### src/rtl/pe_seq_ctrl.sv
// rtl/pe_seq_ctrl.sv - job sequencer feeding operands to one pe and collecting its results
module pe_seq_ctrl #(
  parameter int DATA_WIDTH = 16,
  parameter int NUM_LOAD   = 64,
  parameter int NUM_RES    = 32,
  parameter int TIMEOUT    = 256
) (
  input  logic                    clk,
  input  logic                    rst,
  input  logic                    start,
  input  logic                    s_valid,
  input  logic [2*DATA_WIDTH-1:0] s_data,
  output logic                    s_ready,
  output logic                    pe_din_v,
  output logic [2*DATA_WIDTH-1:0] pe_din,
  input  logic                    pe_dout_v,
  input  logic [2*DATA_WIDTH-1:0] pe_dout,
  output logic                    m_valid,
  output logic [2*DATA_WIDTH-1:0] m_data,
  output logic                    busy,
  output logic                    done,
  output logic                    timeout_err
);

  localparam int LCW = $clog2(NUM_LOAD + 1);
  localparam int RCW = $clog2(NUM_RES + 1);
  localparam int TCW = $clog2(TIMEOUT + 1);

  typedef enum logic [1:0] {
    ST_IDLE    = 2'd0,
    ST_LOAD    = 2'd1,
    ST_COLLECT = 2'd2,
    ST_DONE    = 2'd3
  } state_t;

  state_t                    state_q;
  logic [LCW-1:0]            load_cnt_q;
  logic [RCW-1:0]            res_cnt_q;
  logic [TCW-1:0]            timer_q;
  logic                      pe_din_v_q;
  logic [2*DATA_WIDTH-1:0]   pe_din_q;
  logic                      m_valid_q;
  logic [2*DATA_WIDTH-1:0]   m_data_q;
  logic                      timeout_err_q;

  // Handshake and status flags decode straight from the state register, so
  // s_ready has no combinational dependence on s_valid.
  assign s_ready     = (state_q == ST_LOAD);
  assign busy        = (state_q == ST_LOAD) || (state_q == ST_COLLECT);
  assign done        = (state_q == ST_DONE);
  assign pe_din_v    = pe_din_v_q;
  assign pe_din      = pe_din_q;
  assign m_valid     = m_valid_q;
  assign m_data      = m_data_q;
  assign timeout_err = timeout_err_q;

  // Sequencer: state, counters, watchdog and registered data paths.
  always_ff @(posedge clk or posedge rst) begin
    if (rst) begin
      state_q       <= ST_IDLE;
      load_cnt_q    <= '0;
      res_cnt_q     <= '0;
      timer_q       <= '0;
      pe_din_v_q    <= 1'b0;
      pe_din_q      <= '0;
      m_valid_q     <= 1'b0;
      m_data_q      <= '0;
      timeout_err_q <= 1'b0;
    end else begin
      // Valid strobes are single-cycle unless re-armed below.
      pe_din_v_q <= 1'b0;
      m_valid_q  <= 1'b0;
      unique case (state_q)
        ST_IDLE: begin
          if (start) begin
            state_q       <= ST_LOAD;
            load_cnt_q    <= '0;
            res_cnt_q     <= '0;
            timer_q       <= '0;
            timeout_err_q <= 1'b0;
          end
        end
        ST_LOAD: begin
          if (s_valid) begin
            pe_din_v_q <= 1'b1;
            pe_din_q   <= s_data;
            if (load_cnt_q != LCW'(NUM_LOAD)) begin
              load_cnt_q <= load_cnt_q + 1'b1;
            end
            if (load_cnt_q == LCW'(NUM_LOAD - 1)) begin
              state_q <= ST_COLLECT;
            end
          end
        end
        ST_COLLECT: begin
          // A result arriving on the watchdog's last cycle still counts.
          if (pe_dout_v) begin
            m_valid_q <= 1'b1;
            m_data_q  <= pe_dout;
            timer_q   <= '0;
            if (res_cnt_q != RCW'(NUM_RES)) begin
              res_cnt_q <= res_cnt_q + 1'b1;
            end
            if (res_cnt_q == RCW'(NUM_RES - 1)) begin
              state_q <= ST_DONE;
            end
          end else if (timer_q == TCW'(TIMEOUT - 1)) begin
            state_q       <= ST_DONE;
            timeout_err_q <= 1'b1;
          end else if (timer_q != TCW'(TIMEOUT)) begin
            timer_q <= timer_q + 1'b1;
          end
        end
        ST_DONE: begin
          state_q <= ST_IDLE;
        end
        default: begin
          state_q <= ST_IDLE;
        end
      endcase
    end
  end

endmodule

### config.mk
export PLATFORM = sky130hd
export DESIGN_NAME = pe_seq_ctrl
export DESIGN_NICKNAME = d
export VERILOG_FILES = /design/src/rtl/pe_seq_ctrl.sv
export SDC_FILE = /design/constraint.sdc
export NUM_CORES = 1
export LEC_CHECK = 0
export ABC_CLOCK_PERIOD_IN_PS = 6380
export BUFFER_PORTS_ARGS = -buffer_cell sky130_fd_sc_hd__buf_4
export CAP_MARGIN = 40
export CORE_UTILIZATION = 30
export CTS_BUF_LIST = sky130_fd_sc_hd__clkbuf_16
export DETAILED_ROUTE_END_ITERATION = 8
export PLACE_DENSITY = 0.57
export SYNTH_ARGS = -nofsm -noshare
export SYNTH_HDL_FRONTEND = slang
export SYNTH_SLANG_ARGS = --single-unit
### constraint.sdc
create_clock -name clk -period 6.38 [get_ports clk]
set_clock_uncertainty 0.05 [all_clocks]
set_input_delay 1.276 -clock clk [delete_from_list [all_inputs] [get_ports clk]]
set_output_delay 1.276 -clock clk [all_outputs]
set_load 0.01 [all_outputs]
==> results of run 1 <==
-- cells in the mapped netlist, types with 6 or more instances --
cell / n
clkbuf_1: 6
dfrtp_1: 91
ha_1: 11
inv_1: 16
mux2_2: 67
nand2_1: 17
nand3_1: 9
nor2_1: 6
o21ai_0: 18
o31ai_1: 7
-- where the power goes --
group / internal [mW] / switching [mW]
combinational: 0.582 / 0.464
clock: 0.342 / 0.220
sequential: 0.812 / 0.123
-- final cells by class --
cell class | count | area (µm²) | area share
inverters | 16 | 61.3 | 0.0111
clock buffers | 9 | 225 | 0.0408
repair buffers | 142 | 1070 | 0.193
flip-flops and latches | 91 | 2280 | 0.413
well taps | 172 | 215 | 0.0390
multi-input cells | 192 | 1580 | 0.287
clock inverters | 7 | 90.1 | 0.0163
-- final timing paths --
kind	start	depth (start not counted)	to
max	state_q[1]$_DFFE_PP0P_	3	s_ready
min	pe_din[8]$_DFFE_PP0P_	1	pe_din[8]$_DFFE_PP0P_
max reg2reg	timer_q[1]$_DFFE_PP0P_	7	timer_q[6]$_DFFE_PP0P_
min reg2reg	pe_din[8]$_DFFE_PP0P_	1	pe_din[8]$_DFFE_PP0P_
max in group asynchronous	rst	3	state_q[1]$_DFFE_PP0P_
min in group asynchronous	rst	2	m_data[13]$_DFFE_PP0P_
-- sequential cells by signal (all words and copies together) (netlist names) --
register     cells
m_data          32
timer_q          9
load_cnt_q       7
pe_din          32
pe_din_v         1
state_q          2
res_cnt_q        6
timeout_err      1
m_valid          1
-- worst max-delay path, delay by kind of cell, from the launching register on --
family                   cells  cell delay, ps
adder cells (fa/ha/maj)      1             450
flip-flops                   1             410
buffers and inverters        2             300
-- routing by layer --
metal	vias to the layer above	global-route usage	share of wire
li1	1405	-	-
met1	1442	0.161	0.43
met2	86	0.210	0.49
met3	11	0.0299	0.065
met4	0	0.0599	0.014
met5	-	0	0
-- through the flow --
| step | worst slack, ps | cell area, µm² | util | cells |
|---|---|---|---|---|
| 3_5_place_dp | 3620 | 5200 | 0.407 | 613 |
| 6_report | 3560 | 5520 | 0.432 | 629 |
| 5_1_grt | 3450 | 5520 | 0.432 | 629 |
| 4_1_cts | 3560 | 5520 | 0.432 | 629 |
| 2_1_floorplan | 2690 | 3980 | - | 312 |
| 3_3_place_gp | 3700 | 5200 | 0.407 | 612 |
-- cells by family after synthesis --
logic type / Yosys count / share of synthesized area
AND/OR/NAND/NOR: 61 / 0.0825
adder cells (fa/ha/maj): 11 / 0.0346
buffers and inverters: 29 / 0.0286
AO/OA/AOI/OAI: 50 / 0.0840
flip-flops: 91 / 0.573
multiplexers: 70 / 0.197
==> reports/results.txt, run 1 <==
Outcome -> finished, final reports clean
Core area -> 12800 µm²
Mean Syn Cell Area -> 12.7 µm²
Maxcap violations -> 0
Period Utilization, post-route -> 0.442
Buffers on Ports -> 138
Die outline width -> 117 µm
R2R Setup Slk -> 4030 ps
Slowest cell on crit path -> ha_1
Global route total overflow -> 0
ANT cells -> 0
Final hold violation count -> 0
Fmax -> 355 MHz
Initial antenna violation count -> 0
Post-synth cell types -> 41
WHS -> 455 ps
Slew margin rel. -> 0.495
Clock sinks -> 91
Worst vdd ir -> 0.180 mV
Layout cells sized above 1 -> 0.497
Worst setup SP type -> register
Nets -> 532
Largest net degree at the start of global routing -> 47
Most frequent cells in the layout -> buf_4, dfrtp_1, mux2_2, o21ai_0, nand2_1
Syn Inst Count -> 312
Initial Utilization -> 0.311
Critical Path AT -> 1490 ps
Worst-path fanout max -> 15
Post-Syn Nets -> 392
CTS tree -> built
Synth top area share -> 0.573
First-pass GRT wire length -> 13400 µm
Cell area power density -> 461 nW/µm²
Number of remaining DRC errors -> 0
CP Capture Type -> primary output
Final GP Congestion -> 0.835
Syn. warnings -> 0
Synth Flop Type -> dfrtp_1
Via count -> 2944
GRT Util Overall -> 0.128
Most common cell after layout, fill and taps aside -> buf_4
Fillers -> 1208
Drt pass-1 iters -> 4
Worst min path class -> reg -> reg
Via count of the first global-routing pass -> 2705
Total Power -> 2.54 mW
Final min period -> 2820 ps
Post-CTS Setup Bufs -> 0
Most area-consuming cells after synthesis -> dfrtp_1, mux2_2, ha_1, o21ai_0, nand2_1
Clk_lat worst skew -> 340 ps
Post-synth EDFFs -> 0
Cell row count -> 41
Hold_buf cts -> 0
Register clock-pin slew on the reported worst setup and hold paths -> 60 ps
Register area share after synthesis -> 0.573
CTS root buf -> clkbuf_16
Cell taking the most area after synthesis -> dfrtp_1
Pins Over Slew Limit -> 0
H-tree depth -> 3
Synth Cell Area -> 3980 µm²
CP Class -> reg -> out
Critical path cell sequence -> inv_1 > ha_1 > buf_4
Die area -> 13700 µm²
RSZ-0062 raised after global routing -> false
CTS Buf Count -> 9
Routed length per instance -> 14.0 µm
Final WL -> 8810 µm
Post-route setup TNS -> 0 ps
Final ANT Viol Nets -> 0
Die height -> 117 µm
Worst-Margin Slew -> 757 ps
Static Leakage -> 2.55 nW
Synth async-reset ratio -> 1.00
Via density -> 4.68
Worst path required time -> 5050 ps
Slowest stage delay, CP -> 450 ps
Setup violations, final -> 0
FF+latch count, synth -> 91
Deepest clock path buffer count -> 2
Post-cts gate resize count -> 0
# IOs -> 139
Area growth syn-to-layout -> 38.8%
Post-DP HPWL -> 6340 µm
DRT iter0 DRCs -> 160
No activity file was read; power rests on OpenSTA's default activity.
==> inputs of run 2 (changes only) <==
ABC_CLOCK_PERIOD_IN_PS = 2650   (was 6380)
clock period = 2.65 ns   (was 6.38 ns; I/O delays follow)
==> run 2 against run 1 <==
Clock power is 98% higher; critical path depth grew 4; hold slack got worse by 180 ps; sequential cell count did not move; utilization fell by 0.098 points; first-iteration DRC count grew 8.1%; combinational power grew 140%; sequential power grew 140%; total power grew 130%; global-route usage rose by 0.089 points; routed wire length barely moved; non-clock buffer count grew 3; critical path type is now reg -> reg; critical endpoint is now timer_q[7]$_DFFE_PP0P_.
==> reports/results.txt, run 2 (synthesis results as in run 1) <==
Outcome -> finished, final reports clean
Initial Utilization -> 0.311 (unchanged)
Global route total overflow -> 0 (unchanged)
Most common cell after layout, fill and taps aside -> buf_4
Routed length per instance -> 14.0 µm (-0.23%)
Drt pass-1 iters -> 4 (unchanged)
Worst-path fanout max -> 9 (-6)
Final ANT Viol Nets -> 0 (unchanged)
Busiest layer in global routing -> met2
Worst Reg-to-Reg Cells -> 7 (unchanged)
Core area -> 12800 µm² (unchanged)
# IOs -> 139 (unchanged)
GR Util met2 -> 0.224 (+0.0138)
Static Leakage -> 2.54 nW (-0.11%)
Layout cells sized above 1 -> 0.495 (-0.00216)
Critical Path AT -> 2560 ps (+1070 ps)
Via count of the first global-routing pass -> 2887 (+6.7%)
Post-route setup TNS -> 0 ps (unchanged)
Worst setup SP type -> register
Post-DP HPWL -> 6660 µm (+4.9%)
Worst-Margin Slew -> 883 ps (+126 ps)
Largest net degree at the start of global routing -> 39 (-17%)
Cell row count -> 41 (unchanged)
Final hold violation count -> 0 (unchanged)
Pins Over Slew Limit -> 0 (unchanged)
Top delay family on crit path -> simple AND/OR/NAND/NOR gates
Via density -> 4.65 (-0.72%)
Slowest stage delay, CP -> 470 ps (+20 ps)
Register clock-pin slew on the reported worst setup and hold paths -> 60 ps (about the same)
CTS Buf Count -> 9 (unchanged)
Worst setup margin -> 303 ps (-3260 ps)
Final min period -> 2350 ps
Period Utilization, post-route -> 0.886
Fmax -> 426 MHz
Final WL -> 8820 µm (about the same)
Deepest clock path buffer count -> 2 (unchanged)
Clock sinks -> 91 (unchanged)
CP Buf/Inv Count -> 0 (-2)
Number of remaining DRC errors -> 0 (unchanged)
Slew margin rel. -> 0.394 (-0.101)
Worst vdd ir -> 0.401 mV (+120%)
Worst min path class -> in -> async
Initial antenna violation count -> 0 (unchanged)
Critical path cell sequence -> ha_1 > nand3_1 > nor3_1 > ha_1 > or3_4 > or4_1 > nand3_1
Final GP Congestion -> 0.809 (-3.1%)
Post-cts gate resize count -> 0 (unchanged)
Worst slack, placed -> 319 ps (-3300 ps)
Setup violations, final -> 0 (unchanged)
Slowest cell on crit path -> or4_1
Cell area power density -> 1070 nW/µm² (+130%)
CP Class -> reg -> reg
Most frequent cells in the layout -> buf_4, dfrtp_1, mux2_2, inv_1, o21ai_0
RSZ-0062 raised after global routing -> false
Via count -> 2932 (-0.41%)
Maxcap violations -> 0 (unchanged)
Clk_lat worst skew -> 330 ps (about the same)
Die outline width -> 117 µm (unchanged)
First-pass GRT wire length -> 13500 µm (+0.62%)
Post-CTS Setup Bufs -> 0 (unchanged)
Cell count along the critical path -> 7 (+4)
Die height -> 117 µm (unchanged)
Fillers -> 1196 (-0.99%)
ANT cells -> 0 (unchanged)
Hold_buf cts -> 0 (unchanged)
DRT iter0 DRCs -> 173 (+8.1%)
R2R Setup Slk -> 300 ps (-3730 ps)
Nets -> 535 (+0.56%)
Die area -> 13700 µm² (unchanged)
H-tree depth -> 3 (unchanged)
CP Capture Type -> register
Total Power -> 5.89 mW (+130%)
CTS tree -> built
Buffers on Ports -> 138 (unchanged)
CTS root buf -> clkbuf_16
Area growth syn-to-layout -> 38.5%
Worst path required time -> 2870 ps (-2180 ps)
Grt met3 use -> 0.0314 (+0.00154)
GR Util met1 -> 0.152 (-0.00883)
GRT Util Overall -> 0.129 (+0.000890)
==> run 2: final timing paths <==
path / startpoint / endpoint
setup reg to reg: timer_q[0]$_DFFE_PP0P_ / timer_q[7]$_DFFE_PP0P_
min in group clk: s_data[21] / pe_din[21]$_DFFE_PP0P_
hold reg to reg: m_data[28]$_DFFE_PP0P_ / m_data[28]$_DFFE_PP0P_
setup / recovery: timer_q[0]$_DFFE_PP0P_ / timer_q[7]$_DFFE_PP0P_
max in group asynchronous: rst / pe_din[19]$_DFFE_PP0P_
hold / removal: rst / pe_din[30]$_DFFE_PP0P_
==> run 2: cell type report <==
class / count / area, µm² / area share
Timing Repair Buffer: 145 / 1110 / 0.202
Clock inverter: 6 / 27.5 / 0.00500
Clock buffer: 9 / 225 / 0.0409
Multi-Input combinational cell: 192 / 1580 / 0.288
Sequential cell: 91 / 2280 / 0.414
Inverter: 16 / 63.8 / 0.0116
Tap cell: 172 / 215 / 0.0391
==> run 2: through the flow <==
| step | cells | cell area [µm²] | hold WS [ps] | util |
|---|---|---|---|---|
| 2_1_floorplan | 312 | 3980 | 427 | - |
| 3_3_place_gp | 616 | 5250 | 440 | 0.411 |
| 3_5_place_dp | 616 | 5250 | 444 | 0.411 |
| 4_1_cts | 631 | 5510 | 306 | 0.431 |
| 5_1_grt | 631 | 5510 | 326 | 0.431 |
| 6_report | 631 | 5510 | 279 | 0.431 |
==> run 2: per-layer routing <==
metal	routed length (µm)	up-vias
li1	-	1415
met2	4380	89
met4	140	0
met1	3740	1415
met3	554	13
met5	0	-
==> run 2: worst register-to-register path: cells and delay by family, from the launching register on <==
kind / cells / cell delay, ps
fa+ha+maj: 2 / 540
flops: 1 / 410
simple gates: 5 / 1280
==> run 2: where the power goes <==
| group | switching, mW | internal, mW | total, mW |
|---|---|---|---|
| logic | 1.11 | 1.42 | 2.53 |
| clock network | 0.495 | 0.615 | 1.11 |
| registers | 0.293 | 1.96 | 2.25 |
| total | 1.90 | 3.99 | 5.89 |
==> inputs of run 3 (changes only) <==
ABC_AREA = 1   (was not set)
CORE_MARGIN = 1.5   (was not set)
PLACE_DENSITY = 0.63   (was 0.57)
==> run 3 against run 2 <==
Area after synthesis rose by 4.1%; design area rose by 2.5%; clock power barely moved; critical path type unchanged; worst setup slack improved by 390 ps; largest power group unchanged; cell count rose by 30%; largest cell class unchanged.
==> reports/results.txt, run 3 <==
Reg2Reg Capture Point -> load_cnt_q[0]$_DFFE_PP0P_
Post-route setup TNS -> 0 ps (unchanged)
Worst path required time -> 2830 ps (-40 ps)
Buffers on Ports -> 138 (unchanged)
Critical Path AT -> 2130 ps (-430 ps)
WHS -> 236 ps (-43.3 ps)
Area growth syn-to-layout -> 36.3%
Setup violations, final -> 0 (unchanged)
Final GP Congestion -> 0.853 (+5.5%)
Pins Over Slew Limit -> 0 (unchanged)
Post-synth cell types -> 33 (-20%)
Post-cts gate resize count -> 0 (unchanged)
Post-synth EDFFs -> 0 (unchanged)
R2R Setup Slk -> 700 ps (+390 ps)
CTS tree -> built
Clock sinks -> 91 (unchanged)
# IOs -> 139 (unchanged)
Cell row count -> 42 (+2.4%)
GRT Util Overall -> 0.146 (+0.0166)
Worst-path fanout max -> 11 (+2)
CTS Buf Count -> 9 (unchanged)
Core area -> 13300 µm² (+4.5%)
Critical path capture point -> load_cnt_q[0]$_DFFE_PP0P_
Synth top area share -> 0.550 (-0.0227)
CTS root buf -> clkbuf_16
Most common cell in the netlist -> nand2_1
Register clock-pin slew on the reported worst setup and hold paths -> 60 ps (about the same)
Final min period -> 1950 ps (-394 ps)
Drt pass-1 iters -> 4 (unchanged)
Synth Cell Area -> 4140 µm² (+4.1%)
Number of remaining DRC errors -> 0 (unchanged)
Static Leakage -> 3.08 nW (+21%)
Initial antenna violation count -> 0 (unchanged)
Cell taking the most area after synthesis -> dfrtp_1
Worst setup SP type -> register
CP startpoint -> state_q[1]$_DFFE_PP0P_
Die area -> 14500 µm² (+5.8%)
Outcome -> finished, final reports clean
Finished Core Util -> 0.423 (-0.00833)
Die outline width -> 120 µm (+2.9%)
Synth async-reset ratio -> 1.00 (unchanged)
Cell area power density -> 1030 nW/µm² (-3.6%)
Worst min path class -> in -> async
Top cells by count, synth -> nand2_1, dfrtp_1, inv_1
Via density -> 4.38 (-5.8%)
Most common cell after layout, fill and taps aside -> nand2_1
First-pass GRT wire length -> 17000 µm (+26%)
CP Class -> reg -> reg
Worst vdd ir -> 0.484 mV (+21%)
Most frequent cells in the layout -> nand2_1, buf_4, dfrtp_1, inv_1
Synth Flop Type -> dfrtp_1
Global route total overflow -> 0 (unchanged)
Via count of the first global-routing pass -> 3663 (+27%)
Syn Inst Count -> 502 (+61%)
Via count -> 3603 (+23%)
Most area-consuming cells after synthesis -> dfrtp_1, nand2_1, ha_1, inv_1, nand3_1
Syn. warnings -> 0 (unchanged)
Total Power -> 5.82 mW (-1.2%)
Post-Syn Nets -> 582 (+48%)
Largest net degree at the start of global routing -> 38 (-2.6%)
Final hold violation count -> 0 (unchanged)
ANT cells -> 0 (unchanged)
Worst-Margin Slew -> 666 ps (-217 ps)
FF+latch count, synth -> 91 (unchanged)
Clk_lat worst skew -> 340 ps (about the same)
Worst Reg-to-Reg Cells -> 10 (+3)
Period Utilization, post-route -> 0.737 (-0.149)
Crit Reg-Reg Startpoint -> state_q[1]$_DFFE_PP0P_
RSZ-0062 raised after global routing -> false
Nets -> 722 (+35%)
Layout cells sized above 1 -> 0.283 (-0.212)
Maxcap violations -> 0 (unchanged)
DRT iter0 DRCs -> 164 (-5.2%)
Slew margin rel. -> 0.555 (+0.161)
Deepest clock path buffer count -> 2 (unchanged)
Hold_buf cts -> 0 (unchanged)
Post-CTS Setup Bufs -> 0 (unchanged)
Final WL -> 9940 µm (+13%)
Final ANT Viol Nets -> 0 (unchanged)
Register area share after synthesis -> 0.550 (-0.0227)
Fmax -> 512 MHz (+20%)
H-tree depth -> 3 (unchanged)
Mean Syn Cell Area -> 8.24 µm² (-35%)
Post-DP HPWL -> 7250 µm (+8.8%)
CP Capture Type -> register
Routed length per instance -> 12.1 µm (-14%)
Die height -> 120 µm (+2.9%)
Initial Utilization -> 0.310 (-0.00111)
[run 3: changes by cell type in the layout (fill, tap and decap cells not counted), moves of 4 or more]
| cell | delta |
|---|---|
| nand3_1 | +9 |
| o21ai_0 | -12 |
| nor2b_1 | -4 |
| inv_1 | +13 |
| o21ai_2 | +4 |
| nor2_1 | +12 |
| mux2_2 | -67 |
| o31ai_1 | -7 |
| nand2_2 | +5 |
| o41ai_1 | -4 |
| nand2_1 | +245 |
| o21ai_1 | +10 |
| nor2_2 | +4 |
[run 3: cells by family (layout without fill, tap and decap cells)]
| family | count (synthesis) | count (layout) | share of synthesized area |
|---|---|---|---|
| xor gates and xnor gates | 3 | 3 | 0.00635 |
| adders and majority gates | 11 | 11 | 0.0333 |
| DFF | 91 | 91 | 0.550 |
| buffers and inverters | 51 | 196 | 0.0550 |
| AOI/OAI and AO/OA | 24 | 24 | 0.0339 |
| and+or+nand+nor | 322 | 322 | 0.321 |
[run 3: critical path, stage by stage, from the launching register on]
cell and delay, ps:
dfrtp_1 390, inv_1 80, ha_1 270, inv_2 160
o21ai_2 70, inv_1 50, nand2_1 50, nor2_2 410
inv_1 170, nand2_1 90, nand2_1 50
[run 3: worst min path at each step]
stage	start	endpoint	slack (ps)	cells past startpoint
2_1_floorplan	timer_q[7]$_DFFE_PP0P_	timer_q[7]$_DFFE_PP0P_	420	2
3_3_place_gp	pe_din[12]$_DFFE_PP0P_	pe_din[12]$_DFFE_PP0P_	410	2
3_5_place_dp	pe_din[19]$_DFFE_PP0P_	pe_din[19]$_DFFE_PP0P_	420	2
4_1_cts	rst	load_cnt_q[0]$_DFFE_PP0P_	250	2
5_1_grt	rst	load_cnt_q[1]$_DFFE_PP0P_	280	2
6_report	rst	load_cnt_q[0]$_DFFE_PP0P_	240	2
[run 3: stage by stage]
stage,cell area (µm²),setup slack [ps],instances
floorplan,4140,998,502
global placement,5380,734,807
detailed placement,5380,715,807
CTS,5640,707,823
global route,5640,455,823
finish,5640,697,823
[run 3: layer usage]
| metal | global-route usage | vias up | wire [µm] |
|---|---|---|---|
| li1 | - | 1815 | - |
| met1 | 0.180 | 1668 | 4440 |
| met2 | 0.241 | 114 | 4630 |
| met3 | 0.0585 | 6 | 805 |
| met4 | 0.0309 | 0 | 64 |
| met5 | 0 | - | 0 |
[run 3: where the power goes]
part           internal [mW]  switching [mW]
sequential              1.90           0.315
combinational           1.09            1.38
clock                  0.622           0.519
[run 3: cell type report]
class,instances,area (µm²)
inverters,37,151
flip-flops and latches,91,2280
fillers,1337,7700
clock inverters,7,36.3
repair buffers,143,1100
well taps,176,220
clock buffers,9,225
multi-input cells,360,1630
